$ cat src/rtl/pc_seq_pkg.sv
// Shared encodings for the fetch PC sequencer: branch-control codes and FSM states.
package pc_seq_pkg;

    localparam logic [1:0] BC_PC4 = 2'd0;
    localparam logic [1:0] BC_IMM = 2'd1;
    localparam logic [1:0] BC_ALU = 2'd2;

    typedef enum logic [1:0] {
        S_RUN        = 2'd0,
        S_WAIT_REDIR = 2'd1,
        S_TRAP       = 2'd2
    } pc_seq_state_e;

endpackage

$ cat src/rtl/pc_sequencer_if.sv
// Fetch request bus between the PC sequencer (master) and instruction memory (slave).
interface pc_sequencer_if #(
    parameter int XLEN = 32
);
    // A fetch transfers on a cycle where PC_Valid && IMem_Ready; while PC_Valid is
    // high and IMem_Ready is low, PC is held stable by the master.
    logic [XLEN-1:0] PC;
    logic            PC_Valid;
    logic            IMem_Ready;

    modport master (output PC, output PC_Valid, input IMem_Ready);
    modport slave  (input PC, input PC_Valid, output IMem_Ready);
endinterface

$ cat src/rtl/branch_target_gen.sv
// Combinational redirect target select from EX, with JALR bit-0 clear and misalignment flag.
module branch_target_gen
    import pc_seq_pkg::*;
#(
    parameter int XLEN = 32
) (
    input  logic [1:0]      bc,
    input  logic [XLEN-1:0] ex_pc,
    input  logic [XLEN-1:0] ex_imm,
    input  logic [XLEN-1:0] alu_result,
    output logic [XLEN-1:0] target,
    output logic            is_jump,
    output logic            misaligned
);

    always_comb begin
        target  = ex_pc + XLEN'(4);
        is_jump = 1'b0;
        case (bc)
            BC_PC4: begin
                target  = ex_pc + XLEN'(4);
                is_jump = 1'b0;
            end
            BC_IMM: begin
                target  = ex_pc + ex_imm;
                is_jump = 1'b1;
            end
            BC_ALU: begin
                target  = alu_result & {{(XLEN-1){1'b1}}, 1'b0};
                is_jump = 1'b1;
            end
            default: begin
                target  = ex_pc + XLEN'(4);
                is_jump = 1'b0;
            end
        endcase
    end

    assign misaligned = (target[1:0] != 2'b00);

endmodule

$ cat src/rtl/pc_sequencer.sv
// Fetch PC register and sequencer: PC+4 advance, stall hold, EX redirects, flushes, misaligned-target trap.
module pc_sequencer
    import pc_seq_pkg::*;
#(
    parameter int              XLEN     = 32,
    parameter logic [XLEN-1:0] RESET_PC = 32'h0000_0000,
    parameter logic [XLEN-1:0] TRAP_VEC = 32'h0000_0100
) (
    input  logic               clk,
    input  logic               rst,
    input  logic               Stall,
    input  logic               EX_Valid,
    input  logic [1:0]         Branch_Control,
    input  logic [XLEN-1:0]    EX_PC,
    input  logic [XLEN-1:0]    EX_Imm,
    input  logic [XLEN-1:0]    ALU_Result,
    input  logic               Trap_Ack,
    pc_sequencer_if.master     fetch,
    output logic               Flush_IF_ID,
    output logic               Flush_ID_EX,
    output logic               Redirect,
    output logic               Trap_Req,
    output logic [XLEN-1:0]    Trap_EPC,
    output logic [XLEN-1:0]    Trap_Tval,
    output pc_seq_state_e      dbg_state
);

    pc_seq_state_e   state_q, state_d;
    logic [XLEN-1:0] pc_q, pc_d;
    logic [XLEN-1:0] pend_q, pend_d;
    logic            pend_trap_q, pend_trap_d;
    logic [XLEN-1:0] epc_q, epc_d, tval_q, tval_d;
    logic [XLEN-1:0] target;
    logic            is_jump, misaligned, event_c, ready;

    branch_target_gen #(.XLEN(XLEN)) u_target (
        .bc         (Branch_Control),
        .ex_pc      (EX_PC),
        .ex_imm     (EX_Imm),
        .alu_result (ALU_Result),
        .target     (target),
        .is_jump    (is_jump),
        .misaligned (misaligned)
    );

    assign ready   = fetch.IMem_Ready;
    assign event_c = EX_Valid && is_jump;

    always_ff @(posedge clk) begin
        if (rst) begin
            state_q     <= S_RUN;
            pc_q        <= RESET_PC;
            pend_q      <= '0;
            pend_trap_q <= 1'b0;
            epc_q       <= '0;
            tval_q      <= '0;
        end else begin
            state_q     <= state_d;
            pc_q        <= pc_d;
            pend_q      <= pend_d;
            pend_trap_q <= pend_trap_d;
            epc_q       <= epc_d;
            tval_q      <= tval_d;
        end
    end

    always_comb begin
        state_d     = state_q;
        pc_d        = pc_q;
        pend_d      = pend_q;
        pend_trap_d = pend_trap_q;
        epc_d       = epc_q;
        tval_d      = tval_q;
        fetch.PC_Valid = 1'b0;
        Flush_IF_ID = 1'b0;
        Flush_ID_EX = 1'b0;
        Redirect    = 1'b0;
        case (state_q)
            S_RUN: begin
                fetch.PC_Valid = 1'b1;
                if (event_c) begin
                    Flush_IF_ID = 1'b1;
                    Flush_ID_EX = 1'b1;
                    Redirect    = 1'b1;
                    if (misaligned) begin
                        epc_d       = EX_PC;
                        tval_d      = target;
                        pend_trap_d = 1'b1;
                        state_d     = ready ? S_TRAP : S_WAIT_REDIR;
                    end else if (ready) begin
                        pc_d = target;
                    end else begin
                        pend_d      = target;
                        pend_trap_d = 1'b0;
                        state_d     = S_WAIT_REDIR;
                    end
                end else if (!Stall && ready) begin
                    pc_d = pc_q + XLEN'(4);
                end
            end
            S_WAIT_REDIR: begin
                fetch.PC_Valid = 1'b1;
                // The fetch returned now belongs to the squashed path, so IF/ID drops it.
                if (ready) begin
                    Flush_IF_ID = 1'b1;
                    pend_trap_d = 1'b0;
                    if (pend_trap_q) begin
                        state_d = S_TRAP;
                    end else begin
                        pc_d    = pend_q;
                        state_d = S_RUN;
                    end
                end
            end
            S_TRAP: begin
                Flush_IF_ID = 1'b1;
                Flush_ID_EX = 1'b1;
                if (Trap_Ack) begin
                    pc_d    = TRAP_VEC;
                    state_d = S_RUN;
                end
            end
            default: begin
                state_d = S_RUN;
            end
        endcase
        if (rst) begin
            fetch.PC_Valid = 1'b0;
            Flush_IF_ID = 1'b0;
            Flush_ID_EX = 1'b0;
            Redirect    = 1'b0;
        end
    end

    assign fetch.PC  = pc_q;
    assign Trap_Req  = (state_q == S_TRAP) && !rst;
    assign Trap_EPC  = epc_q;
    assign Trap_Tval = tval_q;
    assign dbg_state = state_q;

endmodule

$ cat src/flat_wrapper.sv
// flat-port wrapper written by rule: the top's interface ports become plain ports
module pc_sequencer_flat import pc_seq_pkg::*;
#(
    parameter int              XLEN     = 32,
    parameter logic [XLEN-1:0] RESET_PC = 32'h0000_0000,
    parameter logic [XLEN-1:0] TRAP_VEC = 32'h0000_0100
)
  (clk, rst, Stall, EX_Valid, Branch_Control, EX_PC, EX_Imm, ALU_Result, Trap_Ack, Flush_IF_ID, Flush_ID_EX, Redirect, Trap_Req, Trap_EPC, Trap_Tval, dbg_state, fetch_PC, fetch_PC_Valid, fetch_IMem_Ready);
  pc_sequencer_if #(.XLEN(XLEN)) fetch_i ();
  input  logic clk;
  input  logic rst;
  input  logic Stall;
  input  logic EX_Valid;
  input  logic [1:0] Branch_Control;
  input  logic [XLEN-1:0] EX_PC;
  input  logic [XLEN-1:0] EX_Imm;
  input  logic [XLEN-1:0] ALU_Result;
  input  logic Trap_Ack;
  output logic Flush_IF_ID;
  output logic Flush_ID_EX;
  output logic Redirect;
  output logic Trap_Req;
  output logic [XLEN-1:0] Trap_EPC;
  output logic [XLEN-1:0] Trap_Tval;
  output pc_seq_state_e dbg_state;
  output wire logic [$bits(fetch_i.PC)-1:0] fetch_PC;
  output wire logic [$bits(fetch_i.PC_Valid)-1:0] fetch_PC_Valid;
  input wire logic [$bits(fetch_i.IMem_Ready)-1:0] fetch_IMem_Ready;
  assign fetch_PC = fetch_i.PC;
  assign fetch_PC_Valid = fetch_i.PC_Valid;
  assign fetch_i.IMem_Ready = fetch_IMem_Ready;
  pc_sequencer #(.XLEN(XLEN), .RESET_PC(RESET_PC), .TRAP_VEC(TRAP_VEC)) u_core (.clk(clk), .rst(rst), .Stall(Stall), .EX_Valid(EX_Valid), .Branch_Control(Branch_Control), .EX_PC(EX_PC), .EX_Imm(EX_Imm), .ALU_Result(ALU_Result), .Trap_Ack(Trap_Ack), .fetch(fetch_i), .Flush_IF_ID(Flush_IF_ID), .Flush_ID_EX(Flush_ID_EX), .Redirect(Redirect), .Trap_Req(Trap_Req), .Trap_EPC(Trap_EPC), .Trap_Tval(Trap_Tval), .dbg_state(dbg_state));
endmodule
$ cat config.mk
export PLATFORM = sky130hd
export DESIGN_NAME = pc_sequencer_flat
export DESIGN_NICKNAME = d
export VERILOG_FILES = /design/src/rtl/pc_seq_pkg.sv /design/src/rtl/pc_sequencer_if.sv /design/src/rtl/branch_target_gen.sv /design/src/rtl/pc_sequencer.sv /design/src/flat_wrapper.sv
export SDC_FILE = /design/constraint.sdc
export NUM_CORES = 1
export LEC_CHECK = 0
export BUFFER_PORTS_ARGS = -buffer_cell sky130_fd_sc_hd__buf_2
export CAP_MARGIN = 40
export CELL_PAD_IN_SITES_DETAIL_PLACEMENT = 0
export CELL_PAD_IN_SITES_GLOBAL_PLACEMENT = 1
export CORE_MARGIN = 10
export CORE_UTILIZATION = 42
export DETAILED_ROUTE_END_ITERATION = 10
export GPL_ROUTABILITY_DRIVEN = 0
export PLACE_DENSITY = 0.95
export RECOVER_POWER = 50
export SYNTH_ARGS = -nofsm -noshare
export SYNTH_HDL_FRONTEND = slang
export SYNTH_SLANG_ARGS = --single-unit
export TNS_END_PERCENT = 50
$ cat constraint.sdc
create_clock -name clk -period 7.66 [get_ports clk]
set_input_delay 1.532 -clock clk [delete_from_list [all_inputs] [get_ports clk]]
set_output_delay 1.532 -clock clk [all_outputs]
set_load 0.005 [all_outputs]
### After elaboration in Yosys (flattened, before gate mapping)

Index checks and enable logic that the tools add are counted.

| storage, ports and cells | value |
|---|---|
| flip-flop bits (word level) | 131 |
| logic and storage cells | 72 |

| operators by class | value |
|---|---|
| mux-type cells | 33 |
| reduce and logical (&&, ||, !) cells | 16 |
| bitwise gates (word level) | 2 |
| equal/unequal tests | 12 |
| $add $sub $neg | 3 |

Operators by type and width:

| cell | number |
|---|---|
| $mux W32 | 7 |
| $pmux W32 S3 | 1 |
| $add A32 B3 Y32 const B | 2 |
| $pmux W32 S2 | 1 |
| $add A32 B32 Y32 | 1 |
| $mux W2 | 7 |
| $mux W1 | 13 |
| $reduce_and A4 Y1 | 3 |
| $reduce_and A7 Y1 | 1 |
| $ne A2 B2 Y1 const B | 3 |
| $ne A3 B3 Y1 const B | 2 |
| $pmux W2 S3 | 1 |
| $eq A2 B1 Y1 const B | 2 |
| $eq A2 B2 Y1 const B | 2 |
| $pmux W1 S2 | 2 |
| $reduce_bool A2 Y1 | 2 |
| $reduce_or A2 Y1 | 2 |
| $logic_and A1 B1 Y1 | 3 |
| $ne A3 B1 Y1 const B | 1 |
| $ne A3 B2 Y1 const B | 1 |
| $pmux W1 S3 | 1 |
| $reduce_and A3 Y1 | 1 |
| $reduce_bool A3 Y1 | 1 |
| $logic_not A1 Y1 | 2 |
| 3 further kinds | 4 |

### Logic depth before layout (Yosys ltp)

Gate-level depths: netlist of run 1.

| depth | value |
|---|---|
| depth after elaboration | 7 |
| mapped depth | 14 |

### Cells and area by module

A second synthesis of run 1 with hierarchy kept.

| unflattened totals | value |
|---|---|
| cells, all modules | 1275 |
| area, all modules | 9218.8 sq um |

By module, submodules not included:

| module | times used | seq. area each (sq um) | cells an instance | area each (sq um) |
|---|---|---|---|---|
| pc_sequencer | 1 | 2622.5 | 799 | 5963.2 |
| branch_target_gen | 1 | 0.0 | 476 | 3255.6 |

### Worst setup path before layout of run 1

Ideal clock, no wire load.

| timing | value |
|---|---|
| path type | input -> output |
| start point | input port Branch_Control[0] |
| end point | output port Flush_IF_ID |
| slack | 3.444 ns |
| arrival time | 2.684 ns |
| buffers on the path | 1 |
| stages on the path | 6 |
| data required time | 6.128 ns |
| cells stage by stage | inv_1 -> ha_1 -> clkbuf_1 -> nor2_1 -> nand2_1 -> a211oi_1 |

| on the way | value |
|---|---|
| cells in the longest elaborated chain, start to end | 7 |
| elaborated cells between the ends (all ways) | 8 |
| those cells by class | 2 x eq/ne; 4 x mux; 2 x reduce/logical |

RTL lines:

| what | line | text |
|---|---|---|
| start: declaration | flat_wrapper.sv:14 | `input logic [1:0] Branch_Control;` |
| $eq A2 B2 Y1 / $eq A2 B1 Y1 (equally long branches) | branch_target_gen.sv:19 | `case (bc)` |
| $reduce_or A2 Y1 (no line) (*) | - |  |
| $mux W1 (*) | branch_target_gen.sv:19 |  |
| $logic_and A1 B1 Y1 (*) | pc_sequencer.sv:47 | `assign event_c = EX_Valid && is_jump;` |
| $mux W1 (*) | pc_sequencer.sv:81 | `if (event_c) begin` |
| $pmux W1 S3 (*) | pc_sequencer.sv:78 | `case (state_q)` |
| $mux W1 (*) | pc_sequencer.sv:127 | `if (rst) begin` |
| end: declaration | flat_wrapper.sv:19 | `output logic Flush_IF_ID;` |

Every way passes the cells marked *; elsewhere a longest branch is shown, timed or not.

### Worst setup path after layout of run 1

| timing | value |
|---|---|
| start point | input port EX_PC[0] |
| end point | register u_core.epc_q[25] (netlist: u_core.Trap_EPC[25]) |

| on the way | value |
|---|---|
| cells in the longest elaborated chain, start to end | 4 |
| elaborated cells between the ends (all ways) | 5 |
| those cells by class | 2 x add/sub; 1 x mux; 2 x reduce/logical |

RTL lines:

| what | line | text |
|---|---|---|
| start: declaration | flat_wrapper.sv:15 | `input logic [XLEN-1:0] EX_PC;` |
| $add A32 B3 Y32 / $add A32 B32 Y32 (equally long branches) | branch_target_gen.sv:21, branch_target_gen.sv:33, branch_target_gen.sv:25 |  |
| $pmux W32 S2 (*) | branch_target_gen.sv:19 |  |
| $reduce_bool A2 Y1 (*) | branch_target_gen.sv:39 | `assign misaligned = (target[1:0] != 2'b00);` |
| $reduce_and A3 Y1 (no line) (*) | - |  |
| end signal: assignment | pc_sequencer.sv:62 | `epc_q <= epc_d;` |
| end: declaration | pc_sequencer.sv:32 | `logic [XLEN-1:0] epc_q, epc_d, tval_q, tval_d;` |

Marks and branches as above.
A chain may end at the register's enable or synchronous reset.

==> results by group, run 1 <==
Worst setup path
  • Critical path type: input port to flop
  • Worst setup SP type: input port
  • R2r startpoint: u_core.dbg_state[0]
  • Crit path DAT: between 6 and 7 ns
  • Worst endpoint required time: between 8 and 9 ns
  • Critical path endpoint category: flop
  • Crit path max fanout: 41
  • Worst reg2reg path endpoint: u_core.Trap_EPC[25]
  • Worst-case reg-to-reg path depth: 8
  • Reg-to-reg slack, setup: approximately 3.4 ns

STA
  • RSZ-0062 raised after global routing: no
  • Rel. slew slack: -31.8%
  • Final hold violations: 0
  • Max-slew violation count: 117
  • Final period utilization: approximately three quarters
  • Setup TNS: 0 ns
  • Final setup viols: 0
  • Layout Skew: roughly 0.0068 ns
  • Fin crit period: around 5.7 ns
  • Worst-Margin Slew: between 1.5 and 2 ns
  • Maximum clock rate: ~0.17 GHz

Global routing
  • GRT overflow: 0
  • Initial antenna violation count: 4
  • Global-route wire length before repair: a little under 50 mm
  • Largest net degree at the start of global routing: between 60 and 70
  • Tot GR Track Use: a little under a quarter
  • Vias in the first global route: between 8,000 and 9,000

Drt
  • Drt drc: 0
  • Routed WL per cell: around 20 microns
  • Drt total wl: roughly 31 mm
  • Antenna Nets Post-Route: 0
  • Detailed Routing Iterations Pass 1: 5
  • DRT iter0 DRCs: roughly 1,000
  • Vias: a little over 9,000
  • Drt via density: approximately 5.8

Cells and area
  • Share of layout cells above drive strength 1: 13.0%
  • Footprint of the multi-input gates: between 5000 and 6000 sq um
  • Filler Cells Inserted: between 2,000 and 2,500
  • Most common cell after layout, fill and taps aside: nand2_1
  • Final net count: between 1,000 and 1,500
  • Non-Filler Instances: ~1,600
  • Layout area overhead: 19.9%
  • Seq. cell area: between 2000 and 3000 sq um
  • Commonest non-fill, non-tap cells in the layout: nand2_1, a21oi_1, dfxtp_1

Clock tree
  • Sink Count: ~130
  • Root Buffer: clkbuf_16
  • Clock latency on the worst-skew pair: approximately 0.43 ns
  • Gates resized, CTS repair: 0
  • Total setup buffers inserted after CTS: 0
  • CTS tree: built
  • Clk pin slew, worst setup/hold paths: approximately 0.060 ns
  • H-Tree Depth: 4
  • Clock tree buffer depth: 2
  • Num CTS Buffers: 17
  • # hold bufs at CTS: 0

Synth
  • Cell taking the most area after synthesis: dfxtp_1
  • Ys flop type: dfxtp_1
  • Asr flop ratio synth: 0%
  • Syn Nets: 1,285
  • Synthesized area: about 8400 sq um
  • Syn Area/Cell: roughly 7.4 sq um
  • Netlist cell types: 70
  • EDFF count, synth: 0
  • Cells after Synth: approximately 1,100
  • Seq cells post-synth: ~130
  • Register area share after synthesis: between 30% and 40%
  • Area contributors post-synth: dfxtp_1, nand2_1, a21oi_1
  • Ys Warns: 0
  • Share of the synthesized area in the top cell type: 31.2%

Floorplanning
  • Initial Utilization: a little over two fifths
  • Die Height: around 160 microns
  • Std cell rows: slightly above 50
  • Die area: about 26,000 sq um
  • Ports: ~210
  • Core ar.: approximately 20,000 sq um
  • Width of the die: ~160 microns

Status
  • Failing checks: max-capacitance violations, max-slew violations
  • Status: finished with violations

Pwr
  • VDD IR max: 0.000159 V
  • Leak Pwr: between 3 and 4 nW
  • Power density cells: 237 nW/um^2

Min path
  • Hold Path Origin: u_core.Trap_Tval[19]
  • WHS Endpoint: u_core.Trap_Tval[19]
  • HP Class: flop to flop
  • Hold path depth: 2

Placed design
  • Post-DP HPWL: between 20 and 25 mm
  • IO Port Bufs: a little over 200
  • Post-Place Cells: between 1,500 and 2,000

Flow run
  • Max-cap violation count: 3
where the power goes:
part | switching, mW | internal [mW] | leakage [nW]
registers | 0.0787 | 0.756 | 1.07
clock network | 0.317 | 0.503 | 0.279
logic | 0.462 | 0.267 | 2.54
registers in the layout, indices dropped and copies added, names as in the netlist:
register and count:
u_core.Trap_EPC 32, u_core.Trap_Tval 32, u_core.dbg_state 2, u_core.fetch.PC 32, u_core.pend_q 32, u_core.pend_trap_q 1
final cells by class:
cell class | instances | share of cell area (%)
Multi-Input combinational cell | 906 | 53.5
Sequential cell | 131 | 26.1
Timing Repair Buffer | 219 | 10.2
Clock inverter | 8 | 1.02
Inverter | 31 | 1.16
Clock buffer | 23 | 4.75
Tap cell | 265 | 3.30
Antenna cell | 2 | 0.0498
cells in the mapped netlist, types with 4 or more instances:
cell and n:
ha_1 39, nor2b_1 5, dfxtp_1 131, nand2b_1 7, o21bai_1 4, buf_1 5, and3_1 17, o22ai_1 13
a22oi_1 13, nand2_1 201, a222oi_1 4, nor2_1 101, a21o_1 13, a311oi_1 4, a21oi_1 141, o31ai_1 8
o221ai_1 5, o21ai_0 61, a211oi_1 30, nand4_1 18, a221o_1 4, xor2_1 20, and2_1 4, buf_2 7
a221oi_1 21, o211ai_1 9, nand3_1 32, a31oi_1 6, o21a_1 5, nor3_1 23, xnor2_1 34, or2_2 5
inv_1 28, clkbuf_1 60, o211a_1 5
per-stage QoR:
step | worst slack, ns | power, mW | area [sq um] | util (%) | hold slack, ns
final | 1.91 | 2.38 | 10100 | 51.4 | 0.453
after global routing | 1.60 | 2.50 | 10100 | 51.3 | 0.468
after CTS | 3.11 | 2.40 | 10200 | 52.1 | 0.448
after detailed placement | 2.69 | 1.58 | 9630 | 49.1 | 0.441
after global placement | 2.75 | 1.56 | 9580 | 48.9 | 0.438
after floorplan | 3.44 | 1.30 | 8390 | - | 0.432
worst max path at each step:
stage                      startpoint             endpoint  cells past startpoint
finish                       EX_PC[0]  u_core.Trap_EPC[25]                     13
global route                 EX_PC[0]   u_core.Trap_EPC[2]                     13
CTS                 Branch_Control[0]          Flush_IF_ID                      8
detailed placement  Branch_Control[0]  u_core.fetch.PC[23]                     12
global placement    Branch_Control[0]  u_core.fetch.PC[23]                     12
floorplan           Branch_Control[0]          Flush_IF_ID                      6
worst max-delay path, stage by stage:
cell	delay, ns
clkbuf_1	0.14
ha_1	0.20
inv_1	0.06
fa_1	0.42
inv_1	0.06
a221oi_1	0.06
a21oi_1	0.31
nor2_1	0.17
nor2_4	0.13
clkbuf_1	1.30
clkbuf_1	1.30
nand2_1	0.18
a21oi_1	0.19
metal layers:
| layer | vias to the layer above | wire (microns) | GRT usage, % |
|---|---|---|---|
| li1 | 4453 | - | - |
| met1 | 4344 | 13600 | 30.1 |
| met2 | 378 | 13700 | 34.8 |
| met3 | 61 | 2940 | 6.84 |
| met4 | 4 | 748 | 7.32 |
| met5 | - | 21 | 0 |
kinds of logic (layout without fill, tap and decap cells):
group	after synthesis	after routing	share of synthesized area [%]
compound gates	378	378	29.3
xor+xnor	54	54	5.64
fa+ha+maj	40	40	6.05
buf+inv	104	281	4.80
flops	131	131	31.2
mux	3	3	0.358
other cells	0	2	0
simple gates	431	431	22.6
(Power assumes the default switching activity.)
==> run 2, diff against run 1 <==
--- a/config.mk
+++ b/config.mk
@@ -10,10 +10,10 @@
 export CELL_PAD_IN_SITES_DETAIL_PLACEMENT = 0
 export CELL_PAD_IN_SITES_GLOBAL_PLACEMENT = 1
 export CORE_MARGIN = 10
-export CORE_UTILIZATION = 42
+export CORE_UTILIZATION = 39
 export DETAILED_ROUTE_END_ITERATION = 10
 export GPL_ROUTABILITY_DRIVEN = 0
-export PLACE_DENSITY = 0.95
+export PLACE_DENSITY = 0.92
 export RECOVER_POWER = 50
 export SYNTH_ARGS = -nofsm -noshare
 export SYNTH_HDL_FRONTEND = slang
==> constraint.sdc (replaced) <==
create_clock -name clk -period 5.6 [get_ports clk]
set_input_delay 1.12 -clock clk [delete_from_list [all_inputs] [get_ports clk]]
set_output_delay 1.12 -clock clk [all_outputs]
set_load 0.005 [all_outputs]
==> run 2 against run 1 <==
Against the previous run: the run still ends with max-capacitance violations, max-slew violations left; clock power increased by 32%; global-route usage decreased by 1.2 points; final cell count increased by 1.2%; non-clock buffer count increased by 9; total power increased by 36%; clock skew increased by 0.0015 ns; highest routed layer unchanged.
==> results by group, run 2 (same netlist as run 1, synthesis figures left out) <==
Pwr
  • Flop pwr share: between 30% and 40%
  • Leak Pwr: between 3 and 4 nW
  • Internal: between 2 and 2.5 mW
  • VDD IR max: approximately 0.00023 V
  • Final Power: 3.25 mW
  • Comb power frac: approximately a third
  • NetSw: 1.20 mW
  • Power density cells: approximately 320 nW/um^2
  • Sw Ratio: between 30% and 40%
  • Power share of the clock group: around 33%

STA
  • Worst-Margin Slew: roughly 2.3 ns
  • Final period utilization: around 76%
  • Final hold violations: 0
  • Final Hold Slack: about 0.45 ns
  • Layout Skew: 0.00826 ns
  • Fin crit period: 4.28 ns
  • Setup TNS: 0 ns
  • Final setup viols: 0
  • RSZ-0062 raised after global routing: no
  • Rel. slew slack: -55.0%
  • Maximum clock rate: 0.234 GHz
  • Max-slew violation count: 50

Global routing
  • Initial antenna violation count: 8
  • Largest net degree at the start of global routing: 67
  • Global-route wire length before repair: a little under 50 mm
  • Vias in the first global route: between 8,000 and 9,000
  • Tot GR Track Use: between 20% and 30%
  • GRT overflow: 0

Drt
  • Routed WL per cell: about 20 microns
  • Drt drc: 0
  • Drt total wl: ~31 mm
  • Antenna Nets Post-Route: 0
  • Detailed Routing Iterations Pass 1: 6
  • DRT iter0 DRCs: ~990
  • Vias: between 9,000 and 10,000
  • Drt via density: 5.74

Clock tree
  • Sink Count: 131
  • # hold bufs at CTS: 0
  • Total setup buffers inserted after CTS: 0
  • Clock tree buffer depth: 2
  • Num CTS Buffers: 17
  • Clock latency on the worst-skew pair: 0.43 ns
  • Gates resized, CTS repair: 0
  • H-Tree Depth: 4
  • Clk pin slew, worst setup/hold paths: ~0.06 ns
  • CTS tree: built
  • Root Buffer: clkbuf_16

Flow run
  • Max-cap violation count: 1

Cells and area
  • Layout area overhead: 20.8%
  • Filler Cells Inserted: between 2,000 and 2,500
  • Final net count: 1,459
  • Most common cell after layout, fill and taps aside: nand2_1
  • Share of layout cells above drive strength 1: between 10% and 20%
  • Commonest non-fill, non-tap cells in the layout: nand2_1, a21oi_1, dfxtp_1
  • Non-Filler Instances: about 1,600

Floorplanning
  • Die area: between 20,000 and 30,000 sq um
  • Die Height: between 150 and 200 microns
  • Core ar.: 21,100 sq um
  • Std cell rows: 53
  • Width of the die: roughly 170 microns
  • Ports: between 200 and 250
  • Initial Utilization: 39.8%

Worst setup path
  • Worst setup SP type: input port
  • Critical path endpoint category: flop
  • Critical path type: input port to flop
  • Worst endpoint required time: just under 6 ns
  • Worst-case reg-to-reg path depth: 9
  • Crit path max fanout: 49
  • Crit path DAT: approximately 4.6 ns

Placed design
  • Post-DP HPWL: approximately 24 mm
  • Post-Place Cells: ~1,600
  • IO Port Bufs: 205

Min path
  • HP Class: flop to flop
  • Hold path depth: 2

Status
  • Status: finished with violations
  • Failing checks: max-capacitance violations, max-slew violations
run 2: changes by cell type in the layout (fill, tap and decap cells not counted), sizes merged:
cell / previous run / this run
buf: 122 / 133
bufinv: 2 / 1
clkbuf: 120 / 114
clkinv: 7 / 9
clkinvlp: 2 / 3
inv: 28 / 30
run 2: cell type report:
| type | instances | area [sq um] | share of cell area (%) |
|---|---|---|---|
| multi-input combinational | 906 | 5390 | 53.2 |
| sequential | 131 | 2620 | 25.9 |
| timing repair buffer | 228 | 1100 | 10.8 |
| clock buffer | 19 | 453 | 4.47 |
| tap | 275 | 344 | 3.40 |
| inverter | 31 | 116 | 1.15 |
| clock inverter | 12 | 108 | 1.06 |
| antenna | 2 | 5.00 | 0.0494 |
run 2: stage by stage:
stage,area [sq um],utilization (%),setup slack (ns)
2_1_floorplan,8390,-,1.94
3_3_place_gp,9690,46.0,1.37
3_5_place_dp,9710,46.0,1.31
4_1_cts,10300,48.7,1.74
5_1_grt,10100,48.1,1.04
6_report,10100,48.1,1.32
run 2: final timing paths:
kind / from / end / slack (ns)
hold reg to reg: u_core.Trap_EPC[12] / u_core.Trap_EPC[12] / 0.45
hold / removal: u_core.Trap_EPC[12] / u_core.Trap_EPC[12] / 0.45
setup / recovery: rst / u_core.Trap_Tval[30] / 1.32
setup reg to reg: u_core.dbg_state[0] / u_core.fetch.PC[17] / 2.58
run 2: power by group through the flow:
stage,Combinational [mW],Clock [mW],Sequential (mW)
2_1_floorplan,0.632,0,1.14
3_3_place_gp,1.02,0,1.15
3_5_place_dp,1.03,0,1.16
4_1_cts,1.04,1.09,1.14
5_1_grt,1.14,1.13,1.16
6_report,1.03,1.08,1.14
run 2: routing by layer:
layer	share of wire [%]	track usage (%)
met4	2.6	7.14
met3	8.5	6.10
met1	45	28.6
met2	44	32.8
met5	0.21	0
run 2: worst max-delay path, cell delays in order:
cell and delay [ns]:
clkbuf_1 1.63, inv_1 0.88, clkbuf_1 0.53, nand2_1 0.28
o22ai_1 0.12
